$ cat src/rtl/regfile_write_arbiter.sv
// Register-file write port arbiter: merges non-stallable pipeline writeback with a
// FIFO of long-latency (aux) writes, kills stale queued writes, and reports hazards.
module regfile_write_arbiter #(
    parameter int DEPTH        = 4,
    parameter int STARVE_LIMIT = 8
) (
    input  logic                     Clk,
    input  logic                     Rst_n,
    input  logic                     pipe_we,
    input  logic [4:0]               pipe_reg,
    input  logic [31:0]              pipe_data,
    input  logic                     aux_valid,
    output logic                     aux_ready,
    input  logic [4:0]               aux_reg,
    input  logic [31:0]              aux_data,
    input  logic [4:0]               rs,
    input  logic [4:0]               rt,
    output logic                     rs_pending,
    output logic                     rt_pending,
    output logic                     stall_req,
    output logic                     MEM_WB_RegWrite,
    output logic [4:0]               MEM_WB_WriteRegister,
    output logic [31:0]              WB_WriteData,
    output logic [$clog2(DEPTH):0]   queue_count
);
    localparam int AW = $clog2(DEPTH);
    localparam int CW = AW + 1;
    localparam int SW = $clog2(STARVE_LIMIT + 1);

    logic [DEPTH-1:0]       ent_valid, valid_next;
    logic [DEPTH-1:0][4:0]  ent_reg;
    logic [DEPTH-1:0][31:0] ent_data;
    logic [AW-1:0]          rd_ptr, wr_ptr;
    logic [CW-1:0]          count;
    logic [SW-1:0]          starve_cnt, starve_next;

    logic full, empty, pipe_issue, pop, push, head_live;
    logic rs_hit, rt_hit;

    assign full        = (count == CW'(DEPTH));
    assign empty       = (count == '0);
    assign aux_ready   = Rst_n && !full;
    assign pipe_issue  = pipe_we && (pipe_reg != 5'd0);
    assign pop         = !pipe_issue && !empty;
    assign push        = aux_valid && aux_ready && (aux_reg != 5'd0);
    assign head_live   = !empty && ent_valid[rd_ptr];
    assign queue_count = count;

    // A pipe write is always the younger producer, so it kills any queued write
    // to the same register, including one being pushed this very cycle.
    always_comb begin
        valid_next = ent_valid;
        for (int i = 0; i < DEPTH; i++) begin
            if (pop && rd_ptr == AW'(i))
                valid_next[i] = 1'b0;
            if (push && wr_ptr == AW'(i)) begin
                valid_next[i] = !(pipe_issue && aux_reg == pipe_reg);
            end else if (pipe_issue && ent_reg[i] == pipe_reg) begin
                valid_next[i] = 1'b0;
            end
        end
    end

    always_comb begin
        starve_next = starve_cnt;
        if (pop || empty)
            starve_next = '0;
        else if (pipe_issue && starve_cnt < SW'(STARVE_LIMIT))
            starve_next = starve_cnt + SW'(1);
    end

    always_comb begin
        rs_hit = 1'b0;
        rt_hit = 1'b0;
        for (int i = 0; i < DEPTH; i++) begin
            if (ent_valid[i] && ent_reg[i] == rs) rs_hit = 1'b1;
            if (ent_valid[i] && ent_reg[i] == rt) rt_hit = 1'b1;
        end
        rs_pending = (rs != 5'd0) &&
                     (rs_hit || (MEM_WB_RegWrite && MEM_WB_WriteRegister == rs));
        rt_pending = (rt != 5'd0) &&
                     (rt_hit || (MEM_WB_RegWrite && MEM_WB_WriteRegister == rt));
    end

    always_ff @(posedge Clk or negedge Rst_n) begin
        if (!Rst_n) begin
            ent_valid            <= '0;
            rd_ptr               <= '0;
            wr_ptr               <= '0;
            count                <= '0;
            starve_cnt           <= '0;
            stall_req            <= 1'b0;
            MEM_WB_RegWrite      <= 1'b0;
            MEM_WB_WriteRegister <= 5'd0;
            WB_WriteData         <= 32'd0;
        end else begin
            ent_valid  <= valid_next;
            count      <= count + CW'(push) - CW'(pop);
            starve_cnt <= starve_next;
            stall_req  <= (starve_next == SW'(STARVE_LIMIT));
            if (push) wr_ptr <= wr_ptr + AW'(1);
            if (pop)  rd_ptr <= rd_ptr + AW'(1);
            if (pipe_issue) begin
                MEM_WB_RegWrite      <= 1'b1;
                MEM_WB_WriteRegister <= pipe_reg;
                WB_WriteData         <= pipe_data;
            end else if (head_live) begin
                MEM_WB_RegWrite      <= 1'b1;
                MEM_WB_WriteRegister <= ent_reg[rd_ptr];
                WB_WriteData         <= ent_data[rd_ptr];
            end else begin
                MEM_WB_RegWrite      <= 1'b0;
            end
        end
    end

    // Payload storage needs no reset; liveness is tracked by ent_valid.
    always_ff @(posedge Clk) begin
        if (push) begin
            ent_reg[wr_ptr]  <= aux_reg;
            ent_data[wr_ptr] <= aux_data;
        end
    end
endmodule

$ cat config.mk
export PLATFORM = sky130hd
export DESIGN_NAME = regfile_write_arbiter
export DESIGN_NICKNAME = d
export VERILOG_FILES = /design/src/rtl/regfile_write_arbiter.sv
export SDC_FILE = /design/constraint.sdc
export NUM_CORES = 1
export LEC_CHECK = 0
export ABC_AREA = 1
export CORE_MARGIN = 8
export CORE_UTILIZATION = 30
export CTS_CLUSTER_DIAMETER = 80
export DETAILED_ROUTE_END_ITERATION = 10
export PLACE_DENSITY_LB_ADDON = 0.1
export SYNTH_ARGS = -nofsm -noshare
export SYNTH_HDL_FRONTEND = slang
export SYNTH_SLANG_ARGS = --single-unit
$ cat constraint.sdc
create_clock -name Clk -period 4.6 [get_ports Clk]
set_input_delay 0.69 -clock Clk [delete_from_list [all_inputs] [get_ports Clk]]
set_output_delay 0.69 -clock Clk [all_outputs]
set_load 0.01 [all_outputs]
# Word-level counts from Yosys, hierarchy flattened
# Index checks and enable logic that the tools add are counted.
# op_classes
n_addsub	5
order_cmp	4
n_eq_ne	23
mux	40
n_reduce_logical	52
# ops
cell	count
$bwmux W128	1
$mux W32	4
$eq A5 B5 Y1	15
$bmux W32 S2	1
$demux W32 S2	1
$logic_and A1 B1 Y1	33
$mux W1	23
$bwmux W20	1
$mux W5	4
$reduce_bool A5 Y1	4
$reduce_bool A3 Y1	4
$bmux W5 S2	1
$demux W5 S2	1
$eq A2 B2 Y1 const B	4
$mux W4	2
$lt A2 B3 Y1 const B	2
$add A2 B1 Y2 const B	2
$add A4 B1 Y4 const B	1
$eq A2 B1 Y1 const B	2
$eq A4 B4 Y1 const B	1
$logic_not A1 Y1	4
$logic_not A2 Y1	2
$lt A4 B4 Y1 const B	1
$add A3 B1 Y3	1
other kinds (7)	9
# totals
ff_bits	202
in_bits	88
output_inout_bits	45
elab_cells	144

# Longest topological paths before layout
# Gate-level depths: netlist of run 1.
# logic_depth
word_depth	8
mapped_depth	11
ltp_nobuf	10

# Least setup slack after synthesis of run 1
# No wires, ideal clock.
# synth_path
path_type	input-to-reg
start	in Rst_n
end	reg count[2] (netlist: queue_count[2])
setup_ps	129
t_arrival_ps	2371
required_ps	4471
setup_slack_ps	2101
path_stages	7
n_path_buf	0
path_cell_list	a21boi_1 > nand3_1 > ha_1 > inv_1 > ha_1 > fa_1 > xor2_1
# synth_between
elab_chain_cells	5
# synth_lines
element	line	text
start, declared	8	input logic Rst_n,
$logic_and A1 B1 Y1	42	assign aux_ready = Rst_n && !full;
$logic_and A1 B1 Y1 (2 in series)	45	assign push = aux_valid && aux_ready && (aux_reg != 5'd0);
$add A3 B1 Y3	98	count <= count + CW'(push) - CW'(pop);
$sub A3 B1 Y3	98	
end signal, assigned	98	
end, declared	34	logic [CW-1:0] count;
# No other way between the ends.
# A chain may end at the register's enable or synchronous reset.

# Worst setup path after layout of run 1
# layout_path
start	in rt[3]
end	out rt_pending
# layout_between
elab_chain_cells	8
elab_cells_between_ends	17
# layout_lines
element	line	text
start, declared	17	input logic [4:0] rt,
$eq A5 B5 Y1	77	if (ent_valid[i] && ent_reg[i] == rt) rt_hit = 1'b1;
$logic_and A1 B1 Y1	77	
$mux W1 (4 in series)	77	
$logic_or A1 B1 Y1	82	(rt_hit || (MEM_WB_RegWrite && MEM_WB_WriteRegister == rt));
$logic_and A1 B1 Y1 *	81	rt_pending = (rt != 5'd0) &&
end, declared	19	output logic rt_pending,
# Mark *: on every way between the ends. The rest lies on a longest branch, timed or not.

==> metrics, run 1 <==
sequential power share 0.374; global-route wire length before repair 44300 µm; Slew @ Worst Pin roughly 0.8 ns; Worst R2R End ent_data[107]$_DFFE_PP_; Final TNS setup 0 ns; Layout area overhead 26.4%; Final setup viols 0; Avg Cell Area, Syn 9.64 µm²; Total GRT Usage 0.148; DR pass1 iterations 5; Hold Vio Cnt, Final 0; DRT iter0 DRCs between 400 and 500; max-slew violation count 0; CTS tree done; post-CTS sizing 0; Num CTS Buffers 25; post-CTS setup buffers 0; Vias/cell 4.66; Sw Ratio 0.342; P_sw 2.36 mW; Synth Net Count 1086; skew final between 0.01 and 0.015 ns; vias in the first global route around 7.2k; clock root cell clkbuf_16; Die X 194 µm; max reg flops ~130; Clock transition at path regs 0.06 ns; layout cells sized above 1 0.0637; num ports 133; final worst path period share 0.729; largest net degree at the start of global routing 65; RSZ-0062 raised after global routing no; # rows 65; max cap viols 0; Buffers on Ports 132; H-tree Lvls 1; worst hold slack 0.364 ns; post-layout min period around 3.4 ns; Clk pwr share 0.301; antenna violations before repair 1; P_int approximately 4.5 mW; gpl congestion roughly 0.9; crit path from rt[3]; status finished, final reports clean; sequential element share of the synthesized area 0.610; reg-to-reg slack, setup 2.24 ns; Core ar. 31400 µm²; Synth Instances 986; critical path launch point type primary input; HPWL Detailed 18800 µm; Syn Std Cell Area approximately 9500 µm²; antenna viol nets, final 0; Synth cell types 27; CP Capture Type output pin; Hold WC Path Type primary input to async pin; Crit path arrival time 2.66 ns; max_slew headroom 0.463; Ys Warns 0; peak supply drop about 0.32 mV; # DRC 0; NumNets Final around 1.2k; clock sinks 202; PwrDens 575 nW/µm²; GRT Residual Overflow 0; Die Ht 194 µm; routed len/inst 18.5 µm; Gate power share 0.324; Peak Freq 298 MHz; Post-Route WL 28300 µm; later-pin clock latency in the skew report 0.52 ns; leak pwr 4.73 nW; CP endpoint rt_pending; worst-path maximum fanout 7; Critical Path RT 3.91 ns; die area 37600 µm²; clock buffer depth 3; Critical R2R Launch queue_count[1]$_DFF_PN0_; initial core utilization 0.303; # hold bufs at CTS 0; WS Path Type primary input to output pin; Via Count 7149; Synth Register Bits 202; Register-to-Register Path Depth 5
-- worst min-delay path by stage --
| stage | endpoint | slack (ns) | start | cells past startpoint |
|---|---|---|---|---|
| after floorplan | MEM_WB_RegWrite$_DFF_PN0_ | 0.39 | Rst_n | 0 |
| after global placement | WB_WriteData[7]$_DFFE_PN0P_ | 0.47 | WB_WriteData[7]$_DFFE_PN0P_ | 2 |
| after detailed placement | WB_WriteData[9]$_DFFE_PN0P_ | 0.48 | WB_WriteData[9]$_DFFE_PN0P_ | 2 |
| after CTS | starve_cnt[2]$_DFF_PN0_ | 0.42 | Rst_n | 2 |
| after global routing | stall_req$_DFF_PN0_ | 0.43 | Rst_n | 2 |
| final | starve_cnt[2]$_DFF_PN0_ | 0.36 | Rst_n | 2 |
-- final cells by class --
cell class	count	area, µm²
diodes	1	2.50
clock buffers	30	674
clock inverters	16	211
fillers	3141	19400
inverters	55	206
multi-input cells	680	3180
flip-flops and latches	202	5800
well taps	402	503
repair buffers	148	1440
-- metal layers --
| metal | up-vias | GRT usage | part of all wire |
|---|---|---|---|
| met3 | 40 | 0.0281 | 0.048 |
| li1 | 3558 | - | - |
| met1 | 3372 | 0.196 | 0.46 |
| met4 | 0 | 0.0359 | 0.018 |
| met2 | 179 | 0.248 | 0.48 |
| met5 | - | 0 | 0 |
-- cell usage after synthesis --
cell type  number  share of area
buf_4           9         0.0071
nand2_4         2         0.0024
inv_1          52          0.021
dfrtp_1        54           0.14
o21ai_1        24          0.013
nor3_1          2         0.0011
nor2_4          2         0.0024
fa_1            1         0.0021
buf_6          12          0.014
a21boi_1        1        0.00079
xor2_1         23          0.021
nand3b_1        1        0.00079
nor2_1        191          0.075
inv_2           3         0.0012
o21ai_0       140          0.074
nand4_1         6         0.0039
ha_1           11          0.014
a21oi_1        11         0.0058
nand3_1        63          0.033
clkbuf_1       14         0.0055
edfxtp_1      148           0.47
xnor2_1         6         0.0055
buf_1           1        0.00039
nand2_1       194          0.077
o211ai_1        1        0.00079
buf_2          13         0.0068
nand3_4         1         0.0018
-- power groups by stage --
stage          clock, mW  sequential (mW)  combinational (mW)
2_1_floorplan          0             2.62                1.32
3_3_place_gp           0             2.63                2.30
3_5_place_dp           0             2.62                2.31
4_1_cts             2.14             2.59                2.31
5_1_grt             2.22             2.63                2.54
6_report            2.08             2.59                2.24
-- cells by family after synthesis --
| kind of cell | share of synthesized area |
|---|---|
| XOR/XNOR | 0.0267 |
| buffers and inverters | 0.0558 |
| flip-flops | 0.610 |
| AO/OA/AOI/OAI | 0.0937 |
| adder cells (fa/ha/maj) | 0.0166 |
| AND/OR/NAND/NOR | 0.198 |
-- cells in the final DEF, fill, tap and decap left out, types with 3 or more instances in the layout --
master and count:
xor2_1 23, clkinv_1 4, bufinv_16 5, inv_1 47, nand2_1 194, dfrtp_1 52
edfxtp_1 148, clkdlybuf4s50_1 131, nor2_1 191, inv_2 7, buf_4 17, clkbuf_8 3
a21oi_1 11, xnor2_1 6, o21ai_0 140, o21ai_1 24, nand4_1 6, clkinv_2 5
ha_1 11, clkbuf_16 25, nand3_1 63
-- worst max-delay path, stage by stage --
cell and delay, ns:
clkdlybuf4s50_1 0.72, inv_1 0.16, nand2_1 0.09, nand2_1 0.05, nor2_1 0.13, nand3_1 0.10
nand3_1 0.07, nor2_1 0.04, nor2_1 0.08, clkdlybuf4s50_1 0.54
-- per-stage QoR --
step           power (mW)  area (µm²)  setup slack (ns)  instances   util
2_1_floorplan        3.94        9510              2.10        986      -
3_3_place_gp         4.93       11100              1.20       1487  0.354
3_5_place_dp         4.93       11100              1.25       1487  0.354
4_1_cts              7.04       12000              1.24       1533  0.383
5_1_grt              7.39       12000              1.10       1533  0.383
6_report             6.91       12000              1.25       1534  0.383
Power figures use the tool's default switching activity.
==> run 2, diff against run 1 <==
Clock period 4.6 ns to 3 ns, I/O delays scaled along.
==> run 2 against run 1 <==
- first-iteration DRC count decreased by 33%
- worst setup slack worse by 1.0 ns
- critical path type unchanged
- final cell count up 0.65%
- sequential cell count unchanged
- critical endpoint unchanged
- total power is 48% higher
- register-to-register slack worse by 1.5 ns
- combinational power increased by 61%
- highest routed layer is now met5
==> metrics, run 2 (synthesis gave the netlist of run 1 again) <==
leak pwr about 4.7 nW; Register-to-Register Path Depth 9; peak supply drop approximately 0.34 mV; largest net degree at the start of global routing 55; Core ar. 31400 µm²; WS Path Type primary input to output pin; Die X 194 µm; layout cells sized above 1 0.0684; Most Frequent Cell on Critical Path nor2_1; max_slew headroom 0.446; vias in the first global route 7553; gpl congestion 0.916; die area 37600 µm²; Hold Vio Cnt, Final 0; Multi-input gate area between 3000 and 4000 µm²; Via Count 7246; post-layout min period 2.78 ns; Hold WC Path Type primary input to async pin; clock sinks 202; critical path buffer and inverter count 3; # hold bufs at CTS 0; CP top delay family buffers and inverters; slowest stage delay, CP roughly 0.67 ns; Final TNS setup 0 ns; skew final 0.00949 ns; NumNets Final 1225; routed len/inst between 15 and 20 µm; cell count along the critical path 10; HPWL Detailed 19500 µm; most frequent cells in the layout nand2_1 (194), nor2_1 (191), edfxtp_1 (148); worst-path maximum fanout 7; final setup margin between 0.2 and 0.25 ns; slowest stage cell, crit path clkdlybuf4s50_1; DRT iter0 DRCs 313; commonest non-fill, non-tap cell in the layout nand2_1; critical path launch point type primary input; max reg flops 128; status finished, final reports clean; Peak Freq 359 MHz; max cap viols 0; CP Capture Type output pin; # DRC 0; crit-path cells clkdlybuf4s50_1 -> inv_1 -> nand2_1 -> nand2_1 -> nor2_1 -> nand3_1 -> nand3_1 -> nor2_1 -> nor2_1 -> clkdlybuf4s50_1; max-slew violation count 0; Num CTS Buffers 23; Critical Path RT ~2.6 ns; Crit path arrival time between 2 and 2.5 ns; num ports 133; Post-Place Worst Slack -0.0626 ns; Slew @ Worst Pin 0.830 ns; clock root cell clkbuf_16; Die Ht 194 µm; DR pass1 iterations 4; Total GRT Usage 0.152; antenna violations before repair 4; Vias/cell 4.69; GRT Residual Overflow 0; later-pin clock latency in the skew report 0.50 ns; PwrDens 851 nW/µm²; antenna viol nets, final 0; # rows 65; Final setup viols 0; Buffers on Ports approximately 130; register area 5800 µm²; final worst path period share 0.928; Clock transition at path regs 0.06 ns; Layout area overhead 26.7%; H-tree Lvls 1; Post-Route WL 29000 µm; global-route wire length before repair ~45000 µm; RSZ-0062 raised after global routing no; Fill cells 3158; CTS tree done; initial core utilization 0.303; clock buffer depth 3
-- run 2: changes by cell type in the layout (fill, tap and decap cells not counted), moves of 3 or more --
| cell | delta |
|---|---|
| buf_12 | +7 |
| buf_4 | +8 |
| bufinv_16 | -3 |
| clkbuf_1 | +5 |
-- run 2: metrics by stage --
stage	cell area (µm²)	utilization	power [mW]	cells	hold WS [ns]
2_1_floorplan	9510	-	6.05	986	0.154
3_3_place_gp	11300	0.361	7.70	1502	0.471
3_5_place_dp	11300	0.361	7.71	1502	0.478
4_1_cts	12000	0.384	10.4	1543	0.200
5_1_grt	12000	0.384	11.0	1543	0.225
6_report	12000	0.384	10.2	1544	0.155
-- run 2: path summary, 6_finish.rpt --
kind / startpoint / endpoint / slack (ns)
max in group asynchronous: Rst_n / rd_ptr[0]$_DFFE_PN0P_ / 2.25
worst min-delay path: Rst_n / starve_cnt[3]$_DFF_PN0_ / 0.16
worst max-delay path: rt[3] / rt_pending / 0.22
worst max register to register: queue_count[1]$_DFF_PN0_ / queue_count[2]$_DFF_PN0_ / 0.78
worst min register to register: WB_WriteData[6]$_DFFE_PN0P_ / WB_WriteData[6]$_DFFE_PN0P_ / 0.49
min in group Clk: WB_WriteData[6]$_DFFE_PN0P_ / WB_WriteData[6]$_DFFE_PN0P_ / 0.49
-- run 2: area by class of cell --
cell class	instances	area share
Sequential cell	202	0.481
Multi-Input combinational cell	680	0.264
Timing Repair Buffer	163	0.136
Clock buffer	31	0.0511
Tap cell	402	0.0418
Inverter	55	0.0171
Clock inverter	10	0.00821
Antenna cell	1	0.000208
-- run 2: what timing repair did --
action	CTS	global route
setup endpoints to repair	1	1
resized for setup	2	1
setup buffers	0	0
-- run 2: layer usage --
layer  part of all wire  track usage  routed length, µm
met4              0.023       0.0444                681
met5             0.0014            0                 41
met2               0.49        0.262              14200
met1               0.44        0.190              12700
met3              0.049       0.0330               1430
-- run 2: report_power, final --
group	switching [mW]	internal (mW)
clock	1.08	1.60
combinational	2.13	1.46
sequential	0.393	3.58
total	3.60	6.64
==> run 3, diff against run 2 <==
Settings changed: CTS_CLUSTER_SIZE set to 20.
==> run 3 against run 2 <==
- critical path depth unchanged
- core utilization is 0.94 points lower
- clock-buffer cell count fell by 12
- die area stayed put
- via count fell by 1.0%
- register-to-register slack is essentially flat
- worst setup slack worse by 0.010 ns
- non-clock buffer count is the same
- final area decreased by 2.5%
- sequential power about the same
- critical path type unchanged
- largest cell class unchanged
- highest routed layer unchanged
==> metrics, run 3 (synthesis gave the netlist of run 1 again) <==
Final TNS setup 0 ns; max reg flops approximately 130; reg-to-reg slack, setup 0.78 ns; Hold Vio Cnt, Final 0; critical path buffer and inverter count 3; # rows 65; clock buffer depth 3; Critical Path RT 2.55 ns; Post-Route Utilization 0.374; Peak Freq between 300 and 400 MHz; register area 5800 µm²; Inst Count DP 1502; slowest stage delay, CP 0.67 ns; antenna viol nets, final 0; P_int 5.96 mW; Total GRT Usage 0.151; slowest stage cell, crit path clkdlybuf4s50_1; worst hold slack between 0.15 and 0.2 ns; H-tree Lvls 1; Register-to-Register Path Depth 9; Fill cells 3163; Sw Ratio 0.368; max cap viols 0; Layout area overhead 23.6%; clock sinks about 200; worst-path maximum fanout 7; CTS tree done; leak pwr 4.60 nW; Final setup viols 0; most frequent cells in the layout nand2_1 (194), nor2_1 (191), edfxtp_1 (148); Die Ht approximately 190 µm; clock root cell clkbuf_16; CP top delay family buffers and inverters; antenna violations before repair 4; DRT iter0 DRCs 316; NumNets Final between 1k and 1.5k; Die X 194 µm; CP Capture Type output pin; Hold WC Path Type primary input to async pin; final worst path period share 0.931; Core ar. around 31000 µm²; PwrDens around 800 nW/µm²; Buffers on Ports 132; P_sw 3.47 mW; HPWL Detailed 19500 µm; sequential power share 0.421; Multi-input gate area 3180 µm²; Clk pwr share 0.199; Most Frequent Cell on Critical Path nor2_1; initial core utilization 0.303; die area 37600 µm²; Clock transition at path regs 0.08 ns; Via Count between 7k and 8k; DR pass1 iterations 4; Critical R2R Launch queue_count[1]$_DFF_PN0_; Worst R2R End queue_count[2]$_DFF_PN0_; max_slew headroom 0.444; status finished, final reports clean; largest net degree at the start of global routing 55; GRT Residual Overflow 0; WS Path Type primary input to output pin; RSZ-0062 raised after global routing no; Slew @ Worst Pin ~0.83 ns; critical path launch point type primary input; commonest non-fill, non-tap cell in the layout nand2_1; later-pin clock latency in the skew report 0.47 ns; vias in the first global route between 7k and 8k; # DRC 0; Vias/cell approximately 4.7; layout cells sized above 1 0.0578; max-slew violation count 0; # hold bufs at CTS 0; global-route wire length before repair 44600 µm; Gate power share 0.381; gpl congestion 0.916; num ports 133; Crit path arrival time 2.34 ns; crit-path cells clkdlybuf4s50_1 -> inv_1 -> nand2_1 -> nand2_1 -> nor2_1 -> nand3_1 -> nand3_1 -> nor2_1 -> nor2_1 -> clkdlybuf4s50_1; post-CTS setup buffers 0; routed len/inst 18.9 µm; skew final ~0.02 ns; Num CTS Buffers 14; final non-filler cell total 1527; peak supply drop around 0.50 mV; Tot Pwr 9.42 mW; post-layout min period 2.79 ns; post-CTS sizing 2; Post-Route WL around 29000 µm
[run 3: cell types whose count changed in the layout (fill, tap and decap cells not counted)]
cell	change
clkbuf_16	-8
clkbuf_1	-3
clkinv_2	-3
bufinv_16	-2
clkbuf_8	-1
clkinv_1	-1
clkinv_4	+1
[run 3: metrics by stage]
| step | setup WS (ns) | cell area [µm²] |
|---|---|---|
| after floorplan | 0.717 | 9510 |
| after global placement | -0.121 | 11300 |
| after detailed placement | -0.0626 | 11300 |
| after CTS | 0.0662 | 11700 |
| after global routing | 0.00262 | 11700 |
| final | 0.207 | 11800 |
[run 3: layout make-up]
cell class | instances | share of cell area
Antenna cell | 1 | 0.000213
Clock buffer | 19 | 0.0332
Clock inverter | 5 | 0.00245
Inverter | 55 | 0.0176
Multi-Input combinational cell | 680 | 0.271
Sequential cell | 202 | 0.493
Tap cell | 402 | 0.0428
Timing Repair Buffer | 163 | 0.140
[run 3: layer usage]
layer / part of all wire / global-route usage / vias up / wire (µm)
met4: 0.017 / 0.0356 / 6 / 493
met3: 0.047 / 0.0304 / 41 / 1370
met5: 0.0014 / 0 / - / 41
li1: - / - / 3551 / -
met1: 0.44 / 0.192 / 3422 / 12800
met2: 0.49 / 0.260 / 153 / 14100
[run 3: worst max path at each step]
stage                             start                  endpoint  slack, ns  cells after the start
2_1_floorplan  queue_count[1]$_DFF_PN0_  queue_count[2]$_DFF_PN0_       0.72                      8
3_3_place_gp                      rs[3]                rs_pending      -0.12                     10
3_5_place_dp                      rs[3]                rs_pending      -0.06                     10
4_1_cts                           rs[4]                rs_pending       0.07                     10
5_1_grt                           rt[2]                rt_pending      0.003                     10
6_report                          rt[3]                rt_pending       0.21                     10
[run 3: power by group through the flow]
stage / clock, mW / sequential [mW] / combinational (mW)
3_3_place_gp: 0 / 4.03 / 3.67
4_1_cts: 1.95 / 3.97 / 3.69
2_1_floorplan: 0 / 4.02 / 2.02
5_1_grt: 2.06 / 4.04 / 4.06
6_report: 1.87 / 3.96 / 3.59
3_5_place_dp: 0 / 4.02 / 3.69
